$ cat src/rtl/intr_pkg.sv
// Shared definitions for the interrupt controller: register offsets, FSM state
// encoding and default handler vector placement.
package intr_pkg;

    // Register offsets, decoded from dataadr[3:2]
    localparam logic [1:0] STATUS = 2'd0;
    localparam logic [1:0] MASK   = 2'd1;
    localparam logic [1:0] EOI    = 2'd2;
    localparam logic [1:0] INFO   = 2'd3;

    // Default handler vector layout
    localparam logic [31:0] VEC_BASE_DEF   = 32'h0000_0180;
    localparam logic [31:0] VEC_STRIDE_DEF = 32'h0000_0010;

    typedef enum logic [1:0] {
        StIdle    = 2'd0,
        StReq     = 2'd1,
        StService = 2'd2
    } state_e;

endpackage

$ cat src/rtl/intr_ctrl_if.sv
// Memory-mapped bus seen by the interrupt controller.
//   sel        : address-decoder select
//   we         : write enable (write happens when sel & we)
//   addr       : register offset
//   write_data : write data
//   data_out   : combinational read data, 0 when sel is low
interface intr_ctrl_if;
    logic        sel;
    logic        we;
    logic [1:0]  addr;
    logic [31:0] write_data;
    logic [31:0] data_out;

    modport master (
        output sel,
        output we,
        output addr,
        output write_data,
        input  data_out
    );

    modport slave (
        input  sel,
        input  we,
        input  addr,
        input  write_data,
        output data_out
    );
endinterface

$ cat src/rtl/prio_enc.sv
// Fixed-priority encoder, lowest set index wins.
//   req   : request vector
//   valid : any request set
//   id    : index of the lowest set request (0 when none)
module prio_enc #(
    parameter int unsigned N = 2
) (
    input  logic [N-1:0] req,
    output logic         valid,
    output logic [2:0]   id
);

    always_comb begin
        valid = 1'b0;
        id    = 3'd0;
        // Scan downward so the lowest set index is the last one written
        for (int i = int'(N) - 1; i >= 0; i--) begin
            if (req[i]) begin
                valid = 1'b1;
                id    = 3'(i);
            end
        end
    end

endmodule

$ cat src/rtl/intr_ctrl.sv
// Interrupt controller: latches rising edges of peripheral done lines as pending
// bits, applies a software mask, and raises a single request to the core for the
// lowest-numbered enabled pending source.
//   clk, reset : processor clock, synchronous active-high reset
//   bus        : register interface (STATUS, MASK, EOI, INFO)
//   src_done   : peripheral done levels
//   irq        : registered interrupt request
//   irq_ack    : one-cycle acknowledge from the core
//   irq_vec    : handler address for the current source
module intr_ctrl
    import intr_pkg::*;
#(
    parameter int unsigned NSRC       = 2,
    parameter logic [31:0] VEC_BASE   = VEC_BASE_DEF,
    parameter logic [31:0] VEC_STRIDE = VEC_STRIDE_DEF
) (
    input  logic            clk,
    input  logic            reset,
    intr_ctrl_if.slave      bus,
    input  logic [NSRC-1:0] src_done,
    output logic            irq,
    input  logic            irq_ack,
    output logic [31:0]     irq_vec
);

    state_e          state_q, state_d;
    logic [NSRC-1:0] src_q;
    logic [NSRC-1:0] pending_q, pending_d;
    logic [NSRC-1:0] mask_q, mask_d;
    logic [2:0]      cur_id_q, cur_id_d;

    logic            wr;
    logic [NSRC-1:0] rise;
    logic [NSRC-1:0] clr;
    logic [NSRC-1:0] cur_oh;
    logic [NSRC-1:0] enabled;
    logic            enc_valid;
    logic [2:0]      enc_id;
    logic            cur_pending;
    logic            cur_masked_in;
    logic            in_service;
    logic            eoi_wr;

    assign wr      = bus.sel && bus.we;
    assign eoi_wr  = wr && (bus.addr == EOI);
    assign rise    = src_done & ~src_q;
    assign enabled = pending_q & mask_q;

    prio_enc #(
        .N (NSRC)
    ) u_prio_enc (
        .req   (enabled),
        .valid (enc_valid),
        .id    (enc_id)
    );

    // One-hot of the latched source, used for the acknowledge clear and for
    // watching whether the request has been withdrawn while in REQ.
    always_comb begin
        cur_oh = '0;
        for (int i = 0; i < int'(NSRC); i++) begin
            cur_oh[i] = (cur_id_q == 3'(i));
        end
    end

    assign cur_pending   = |(pending_q & cur_oh);
    assign cur_masked_in = |(mask_q & cur_oh);

    // Pending: a new rise wins over a same-cycle W1C or acknowledge clear
    always_comb begin
        clr = '0;
        if (wr && (bus.addr == STATUS)) begin
            clr = clr | bus.write_data[NSRC-1:0];
        end
        if ((state_q == StReq) && irq_ack) begin
            clr = clr | cur_oh;
        end
        pending_d = rise | (pending_q & ~clr);
    end

    always_comb begin
        mask_d = mask_q;
        if (wr && (bus.addr == MASK)) begin
            mask_d = bus.write_data[NSRC-1:0];
        end
    end

    always_comb begin
        state_d  = state_q;
        cur_id_d = cur_id_q;
        unique case (state_q)
            StIdle: begin
                if (enc_valid) begin
                    state_d  = StReq;
                    cur_id_d = enc_id;
                end
            end
            StReq: begin
                if (irq_ack) begin
                    state_d = StService;
                end else if (!cur_pending || !cur_masked_in) begin
                    // Request withdrawn by software before the core took it
                    state_d = StIdle;
                end
            end
            StService: begin
                if (eoi_wr) begin
                    state_d = StIdle;
                end
            end
            default: begin
                state_d = StIdle;
            end
        endcase
    end

    // src_q tracks src_done even during reset so a level held through reset
    // is not seen as a rising edge afterwards.
    always_ff @(posedge clk) begin
        src_q <= src_done;
    end

    always_ff @(posedge clk) begin
        if (reset) begin
            state_q   <= StIdle;
            pending_q <= '0;
            mask_q    <= '0;
            cur_id_q  <= 3'd0;
        end else begin
            state_q   <= state_d;
            pending_q <= pending_d;
            mask_q    <= mask_d;
            cur_id_q  <= cur_id_d;
        end
    end

    assign irq        = (state_q == StReq);
    assign in_service = (state_q == StService);
    assign irq_vec    = VEC_BASE + (32'(cur_id_q) * VEC_STRIDE);

    always_comb begin
        bus.data_out = 32'd0;
        if (bus.sel) begin
            case (bus.addr)
                STATUS:  bus.data_out = 32'(pending_q);
                MASK:    bus.data_out = 32'(mask_q);
                EOI:     bus.data_out = 32'd0;
                INFO:    bus.data_out = {in_service, 28'd0, cur_id_q};
                default: bus.data_out = 32'd0;
            endcase
        end
    end

endmodule

$ cat src/flat_wrapper.sv
// flat-port wrapper written by rule: the top's interface ports become plain ports
module intr_ctrl_flat import intr_pkg::*;
#(
    parameter int unsigned NSRC       = 2,
    parameter logic [31:0] VEC_BASE   = VEC_BASE_DEF,
    parameter logic [31:0] VEC_STRIDE = VEC_STRIDE_DEF
)
  (clk, reset, src_done, irq, irq_ack, irq_vec, bus_sel, bus_we, bus_addr, bus_write_data, bus_data_out);
  intr_ctrl_if bus_i ();
  input  logic clk;
  input  logic reset;
  input  logic [NSRC-1:0] src_done;
  output logic irq;
  input  logic irq_ack;
  output logic [31:0] irq_vec;
  input wire logic [$bits(bus_i.sel)-1:0] bus_sel;
  input wire logic [$bits(bus_i.we)-1:0] bus_we;
  input wire logic [$bits(bus_i.addr)-1:0] bus_addr;
  input wire logic [$bits(bus_i.write_data)-1:0] bus_write_data;
  output wire logic [$bits(bus_i.data_out)-1:0] bus_data_out;
  assign bus_i.sel = bus_sel;
  assign bus_i.we = bus_we;
  assign bus_i.addr = bus_addr;
  assign bus_i.write_data = bus_write_data;
  assign bus_data_out = bus_i.data_out;
  intr_ctrl #(.NSRC(NSRC), .VEC_BASE(VEC_BASE), .VEC_STRIDE(VEC_STRIDE)) u_core (.clk(clk), .reset(reset), .bus(bus_i), .src_done(src_done), .irq(irq), .irq_ack(irq_ack), .irq_vec(irq_vec));
endmodule
$ cat config.mk
export PLATFORM = sky130hd
export DESIGN_NAME = intr_ctrl_flat
export DESIGN_NICKNAME = d
export VERILOG_FILES = /design/src/rtl/intr_pkg.sv /design/src/rtl/intr_ctrl_if.sv /design/src/rtl/prio_enc.sv /design/src/rtl/intr_ctrl.sv /design/src/flat_wrapper.sv
export SDC_FILE = /design/constraint.sdc
export NUM_CORES = 1
export LEC_CHECK = 0
export ABC_AREA = 1
export CAP_MARGIN = 20
export CORE_ASPECT_RATIO = 1.5
export CORE_MARGIN = 2
export CORE_UTILIZATION = 29
export DETAILED_ROUTE_END_ITERATION = 16
export PLACE_DENSITY = 0.8
export SYNTH_ARGS = -nofsm -noshare
export SYNTH_HDL_FRONTEND = slang
export SYNTH_HIERARCHICAL = 1
export SYNTH_SLANG_ARGS = --single-unit
$ cat constraint.sdc
create_clock -name clk -period 1.6 [get_ports clk]
set_clock_uncertainty 0.2 [all_clocks]
set_input_delay 0.32 -clock clk [delete_from_list [all_inputs] [get_ports clk]]
set_output_delay 0.32 -clock clk [all_outputs]
set_load 0.02 [all_outputs]
-- Yosys cells after proc, flatten, opt, wreduce, memory -nomap -nowiden
Index checks and enable logic that the tools add are counted.
- register bits: 11
- memories kept: 0
- memory bits (writable): 0
- output and inout bits: 65
- latch bits: 0
- memory bits (read-only): 0
- shifts and indexed selects: 0
- equal/unequal tests: 9
- add/subtract/negate cells: 1
- $lt $le $gt $ge: 0
- $mul: 0
- bitwise logic cells: 9
- div/mod/pow operators: 0
- multiplexer cells: 13
- reductions and logical operators: 15
- operators by type and width (cell ; count):
    one-hot mux 32 bit (4 select lines) ; 1
    two-way mux 32 bit ; 1
    two-way mux 2 bit ; 6
    adder 9 x 7 -> 10 bit (first input constant) ; 1
    AND 2 bit ; 5
    equality test 2 bit (second input constant) ; 3
    one-hot mux 2 bit (3 select lines) ; 1
    logical AND 1 bit ; 5
    equality test 2 x 1 -> 1 bit (second input constant) ; 2
    zero test 2 bit ; 2
    two-way mux 1 bit ; 4
    inverter 2 bit ; 2
    OR 2 bit ; 2
    OR reduction 2 bit ; 2
    equality test 3 x 1 -> 1 bit (second input constant) ; 1
    zero test 3 bit ; 1
    inequality test 3 x 1 -> 1 bit (second input constant) ; 1
    AND reduction 3 bit ; 1
    zero test 1 bit ; 2
    inequality test 2 x 1 -> 1 bit (second input constant) ; 1
    inequality test 2 bit (second input constant) ; 1
    AND reduction 2 bit ; 1
    logical OR 1 bit ; 1

-- Depth between registers and ports, before layout
Gate-level depths: netlist (run 1).
- depth in word-level cells: 8
- depth in mapped cells: 8
- gate-level depth less buffers: 8

-- Modules after synthesis
The synthesis (run 1) kept the hierarchy.
- modules (own cells, without submodules) (module ; sequential area each (um^2) ; cells an instance ; times used ; area each (um^2)):
    intr_ctrl ; 220.2 ; 149 ; 1 ; 1014.7
    prio_enc ; 0.0 ; 7 ; 1 ; 36.3

-- Least setup slack after synthesis (run 1)
Ideal clock, no wire load.
- kind: reg2out
- start: reg u_core.cur_id_q[0]
- end: out bus_data_out[0]
- cell stages (with the launch flop): 3
- setup slack: -0.057 ns
- path buffers: 0
- required time: 1.080 ns
- arrival time: 1.137 ns
- cell sequence: dfxtp_1 > a21boi_0 > nor3_1
- word-level cells in the longest chain between the ends: 2
- ends and longest elaborated chain (item ; line ; RTL):
    from (decl) ; intr_ctrl.sv:30 ; logic [2:0] cur_id_q, cur_id_d;
    from (signal assigned) ; intr_ctrl.sv:133 ; cur_id_q <= cur_id_d;
    one-hot mux 32 bit (4 select lines) ; intr_ctrl.sv:144 ; case (bus.addr)
    two-way mux 32 bit ; intr_ctrl.sv:143 ; if (bus.sel) begin
    to (decl) ; flat_wrapper.sv:20 ; output wire logic [$bits(bus_i.data_out)-1:0] bus_data_out;
No other way between the ends. The select of a mux whose other input is x is not followed.

-- Final worst setup path (run 1)
- start: reg u_core.cur_id_q[2]
- end: out irq_vec[6]
- word-level cells in the longest chain between the ends: 1
- ends and longest elaborated chain (item ; line ; RTL):
    adder 9 x 7 -> 10 bit ; intr_ctrl.sv:139 ; assign irq_vec = VEC_BASE + (32'(cur_id_q) * VEC_STRIDE);
    to (decl) ; flat_wrapper.sv:15 ; output logic [31:0] irq_vec;
No other way between the ends.

==> impl_metrics.yaml, run 1 <==
synthesis:
  synth_largest_area_cell: "buf_4"
  synth-edff-count: 0
  synth-async-reset-ratio_pct: 0
  synth_cells: 156
  synth.avg_cell_area_um2: 6.737
  yosys_reg_bits: 11
  seq_area_frac_synth_pct: 20.95
  share_of_yosys_cell_area_claimed_by_the_top_area_cell_type_pct: 42.14
  synth_area_um2: 1051
  ys.warnings.count: 6
  synthDistinctLibCells: 19
  synthTopCellsByArea: "buf_4 42%, dfxtp_1 21%, nand2_1 8.9%, inv_1 6.1%, nand3_1 5.7%"
  synth_most_common_cell: "buf_4"
  synth.cells.most_frequent: "59 x buf_4, 25 x nand2_1, 17 x inv_1"
  ys.flop_type: "dfxtp_1"
timing:
  post-route-period-util_pct: 97.54
  final_period_minus_worst_setup_slack_ns: 1.561
  setup_violations: 0
  final_hold_viol_count: 0
  fmaxAchievable_mhz: 640.8
  fin_ws_ns: 0.03942
  total_negative_slack_for_setup_checks_ns: 0
  grt_setup_unrepaired: "no"
  final_max_slew_viol_count: 0
placed_design:
  detailed_place.area_um2: 1157
  gp_congestion: 0.8362
  dp_worst_setup_slack_ns: -0.8319
  port_buffers: 18
  detailed_placer_s_ending_hpwl_um: 1616
flow_run:
  max_cap_viols: 0
detailed_routing:
  remaining_design_rule_violation_count: 0
  route.final.wire_length_um: 1891
  route.antenna.remaining_nets: 0
  num_vias: 859
  iteration_0_drc_count_of_the_detailed_router: 2
  route.detailed.wl_per_inst_um: 8.222
  drt-vias-per-instance: 3.735
  pre_repair_dr_iteration_count: 4
floorplanning:
  core_area_um2: 3448
  die-height_um: 77.73
  initial_utilization_pct: 30.48
  rows: 26
  die_area_um2: 4132
  top_level_ports: 106
  die_width_um: 53.16
setup_path:
  startpoint_type_of_the_worst_setup_path: "register"
  critPathTopFamily: "buffers and inverters"
  start_of_the_worst_register_to_register_path: "u_core/state_q[1]"
  setup.worst_path.class: "register to output port"
  worst_setup_path_startpoint: "u_core/cur_id_q[2]"
  series_of_cell_instances_along_the_critical_path: "buf_4, clkdlybuf4s15_1"
  worst-endpoint-arrival_ns: 1.04
  critical_path.reg2reg.endpoint: "u_core/pending_q[1]"
  rr_worst_depth: 8
  timing.reg2reg.setup_slack_ns: 0.12
  timing.critical_path.slowest_stage_cell: "dfxtp_1"
  worst_path_largest_cell_delay_ns: 0.38
  critical_path.endpoint_type: "output port"
  cp_num_cells: 2
  worst-endpoint-required_ns: 1.08
  critPathBufInv: 2
  crit_fanout: 3
global_route:
  grt.total_usage_pct: 9.420
  grt_most_used_layer: "met2"
  antenna_found_initial: 0
  grt_util_met1_pct: 9.811
  grt_pass1_wl_um: 2898
  grt_util_met3_pct: 1.731
  globalRouteOverflowTotal: 0
  global_route.usage.met2_pct: 16.75
  grt_max_degree: 10
  via_count_of_the_first_global_routing_pass: 702
clocking:
  tritoncts_num_sinks: 11
  clkLatencyLatePin_ns: 0.23
  clock-root-buffer: "clkbuf_8"
  cts_htree_levels: 1
  tritoncts_clock_tree: "built"
  cts.path.max_buffers: 2
  clk_pin_slew_worst_paths_ns: 0.05
  cts-buffers-inserted: 3
hold_path:
  min_from: "u_core/src_q[1]"
  min-delay-path-class: "register to register"
  holdPathStages: 3
  min_to: "u_core/pending_q[1]"
finish:
  post_layout_net_count: 230
  final.fill_count: 387
  final_cell_area_um2: 1187
  post_route_cells_drive_above_1_share_pct: 22.87
  insertedDiodeCount: 0
  post-route-util_pct: 34.43
  flow.area_growth_from_synthesis_pct: 12.98
pwr:
  vdd_ir_drop_max_mv: 0.3284
  power.leakage_uw: 0.0006554
  p_per_area_nw_per_um2: 653.8
  fin_total_pwr_uw: 776.4
status:
  outcome: "completed"
==> worst reg2reg max path, cell delays in order (launching register included) <==
cell     delay [ns]
dfxtp_2        0.32
inv_1          0.07
buf_4          0.11
nand2_1        0.05
buf_4          0.13
nor2_1         0.22
nand2_1        0.11
nand3_1        0.08
a21oi_1        0.06
==> worst max path at each step <==
stage	slack, ns	end
after floorplan	0.008	bus_data_out[31]
after global placement	-0.86	bus_data_out[31]
after detailed placement	-0.83	bus_data_out[31]
after CTS	0.005	bus_data_out[2]
after global routing	0.001	bus_data_out[1]
final	0.04	irq_vec[6]
==> flip-flops by register name, indices dropped and copies added, names as in the netlist <==
name,count
u_core/cur_id_q,3
u_core/mask_q,2
u_core/pending_q,2
u_core/src_q,2
u_core/state_q,2
==> area by class of cell <==
| type | count | area (um^2) | area share [%] |
|---|---|---|---|
| clock buffers | 3 | 41.29 | 3.477 |
| clock inverters | 1 | 5.005 | 0.4215 |
| inverters | 19 | 71.32 | 6.006 |
| multi-input cells | 122 | 545.5 | 45.94 |
| repair buffers | 32 | 249.0 | 20.97 |
| well taps | 42 | 52.55 | 4.426 |
| flip-flops and latches | 11 | 222.7 | 18.76 |
==> power by group <==
| group | switching [uW] | internal, uW | total [uW] |
|---|---|---|---|
| Combinational | 167 | 49.5 | 216 |
| Sequential | 3.93 | 283 | 287 |
| Clock | 103 | 171 | 274 |
==> cells in the final DEF (no fill, tap or decap), drive strengths merged, types with 4 or more instances in the layout <==
cell type and instances:
a21oi 7, buf 20, clkbuf 7, clkdlybuf4s50 7
conb 59, dfxtp 11, inv 19, nand2 25
nand3 12, nor2 10, nor3 4
==> metal layers <==
layer	vias up	wire, um
met4	0	21
met5	-	0
li1	428	-
met3	2	192
met1	376	737
met2	53	940
==> logic make-up after synthesis <==
group,count (synthesis),share of synthesized area [%]
AO/OA/AOI/OAI,11,6.548
other,3,1.071
AND/OR/NAND/NOR,52,22.14
flip-flops,11,20.95
buffers and inverters,79,49.29
==> through the flow <==
| stage | std cells | hold slack [ns] |
|---|---|---|
| 2_1_floorplan | 212 | 0.1477 |
| 3_3_place_gp | 226 | 0.2642 |
| 3_5_place_dp | 226 | 0.2673 |
| 4_1_cts | 230 | 0.2759 |
| 5_1_grt | 230 | 0.3197 |
| 6_report | 230 | 0.2797 |
==> timing repair <==
item,in CTS,in global routing
setup buffers,0,0
hold buffers,0,0
setup endpoints to repair,10,7
pin swaps,3,2
gates resized for setup,41,13
No activity file was read; power rests on OpenSTA's default activity.
==> run 2, diff against run 1 <==
Settings changed: CORE_MARGIN 2 to unset, CORE_UTILIZATION 29 to 32, PLACE_DENSITY 0.8 to 0.87.
Clock period 1.6 ns to 1.82 ns, I/O delays scaled along.
==> run 2 against run 1 <==
Total power decreased by 12%. Sequential share of layout area shrank 0.073 points. Combinational power is 14% lower. Global-route usage up 1.5 points. First-iteration DRC count rose to 8.0 times the previous value. Utilization grew 3.2 points. Sequential power is 12% lower. Non-clock buffer count is 2 lower. Hold slack gained 0.0034 ns. Highest routed layer unchanged.
==> impl_metrics.yaml, run 2 (synthesized netlist as in run 1, its figures left out) <==
setup_path:
  worst-endpoint-arrival_ns: 1.18
  setup.worst_path.class: "register to output port"
  critical_path.endpoint_type: "output port"
  worst-endpoint-required_ns: 1.26
  timing.reg2reg.setup_slack_ns: 0.43
  crit_fanout: 3
  startpoint_type_of_the_worst_setup_path: "register"
finish:
  flow.area_growth_from_synthesis_pct: 12.14
  register_with_the_most_flip_flops: "u_core/cur_id_q"
  post-route-util_pct: 37.68
  mostFrequentLayoutCells: "59 x conb_1, 24 x nand2_1, 17 x inv_1, 13 x buf_4, 12 x nand3_1"
  mostFrequentLayoutCell: "conb_1"
  largest_register_ff_count: 3
  post_route_cells_drive_above_1_share_pct: 17.74
  post_layout_net_count: 228
  final.fill_count: 355
  insertedDiodeCount: 0
global_route:
  grt_max_degree: 10
  grt.total_usage_pct: 10.95
  globalRouteOverflowTotal: 0
  grt_pass1_wl_um: 2911
  antenna_found_initial: 0
  via_count_of_the_first_global_routing_pass: 705
clocking:
  cts.path.max_buffers: 2
  cts_htree_levels: 1
  cts_setup_buffers: 0
  clock-root-buffer: "clkbuf_8"
  tritoncts_clock_tree: "built"
  clkLatencyLatePin_ns: 0.24
  post_cts_hold_buffer_count: 0
  clk_pin_slew_worst_paths_ns: 0.05
  cts-buffers-inserted: 3
  tritoncts_num_sinks: 11
timing:
  post-route-period-util_pct: 95.74
  final_hold_viol_count: 0
  holdWs_ns: 0.2831
  fmaxAchievable_mhz: 573.9
  grt_setup_unrepaired: "no"
  final_max_slew_viol_count: 0
  setup_violations: 0
  fin_ws_ns: 0.07745
  final_period_minus_worst_setup_slack_ns: 1.743
floorplanning:
  die-height_um: 72.19
  die_area_um2: 3523
  die_width_um: 48.80
  top_level_ports: 106
  initial_utilization_pct: 33.60
  core_area_um2: 3128
  rows: 25
pwr:
  p_per_area_nw_per_um2: 581.3
  vdd_ir_drop_max_mv: 0.5112
  power.leakage_uw: 0.0006507
placed_design:
  dp_worst_setup_slack_ns: -0.7589
  port_buffers: 18
  detailed_placer_s_ending_hpwl_um: 1470
  gp_congestion: 0.8524
status:
  outcome: "completed"
detailed_routing:
  route.antenna.remaining_nets: 0
  remaining_design_rule_violation_count: 0
  detailed_routed_wire_length_on_met3_um: 154
  route.final.wire_length_um: 1809
  route.detailed.wl_per_inst_um: 8.004
  met2_length_um: 991
  num_vias: 854
  drt-vias-per-instance: 3.779
  maxUsedRoutingLayer: "met4"
  pre_repair_dr_iteration_count: 4
  iteration_0_drc_count_of_the_detailed_router: 16
  route.layer.met1.wl_um: 608
hold_path:
  min-delay-path-class: "register to register"
flow_run:
  max_cap_viols: 0
run 2: changes by cell type in the layout (fill, tap and decap cells not counted), sizes merged:
| cell | delta |
|---|---|
| buf | -4 |
| clkbuf | -4 |
| clkdlybuf4s15 | +3 |
| dlygate4sd2 | +3 |
run 2: worst max-delay path: stages, from the launching register on:
cell             delay (ns)
dfxtp_1                0.30
inv_1                  0.09
buf_4                  0.11
nand2_1                0.07
inv_1                  0.06
clkdlybuf4s15_1        0.30
run 2: metal layers:
layer | global-route usage, % | vias up
li1 | - | 420
met3 | 1.468 | 6
met5 | 0 | -
met2 | 21.60 | 72
met4 | 9.477 | 0
met1 | 9.403 | 356
run 2: path summary, 6_finish.rpt:
path | depth (start not counted) | startpoint | endpoint
setup / recovery | 5 | u_core/state_q[1] | irq
hold / removal | 3 | u_core/src_q[0] | u_core/pending_q[0]
hold reg to reg | 3 | u_core/src_q[0] | u_core/pending_q[0]
setup reg to reg | 8 | u_core/pending_q[0] | u_core/cur_id_q[0]
run 2: stage by stage:
stage	power (uW)	TNS, ns	std cells	area (um^2)
CTS	691.2	0	226	1181
finish	685.2	0	226	1179
global placement	439.2	-2.697	222	1135
detailed placement	441.0	-2.921	222	1135
floorplan	488.6	0	212	1261
global route	721.4	0	226	1179
run 2: what timing repair did:
action                     4_1_cts  5_1_grt
gates resized for setup         28        7
setup endpoints to repair        8        4
pin swaps                        0        1
run 2: cell type report:
type / instances / area (um^2) / area share [%]
Tap cell: 40 / 50.05 / 4.246
Sequential cell: 11 / 220.2 / 18.68
Clock buffer: 3 / 41.29 / 3.503
Clock inverter: 1 / 5.005 / 0.4246
Multi-Input combinational cell: 122 / 539.3 / 45.75
Inverter: 19 / 71.32 / 6.051
Timing Repair Buffer: 30 / 251.5 / 21.34
run 2: power by group:
group | internal, uW | switching, uW | total [uW]
combinational | 40.4 | 145 | 185
clock | 151 | 97.5 | 248
sequential | 248 | 3.29 | 252
total | 440 | 246 | 685
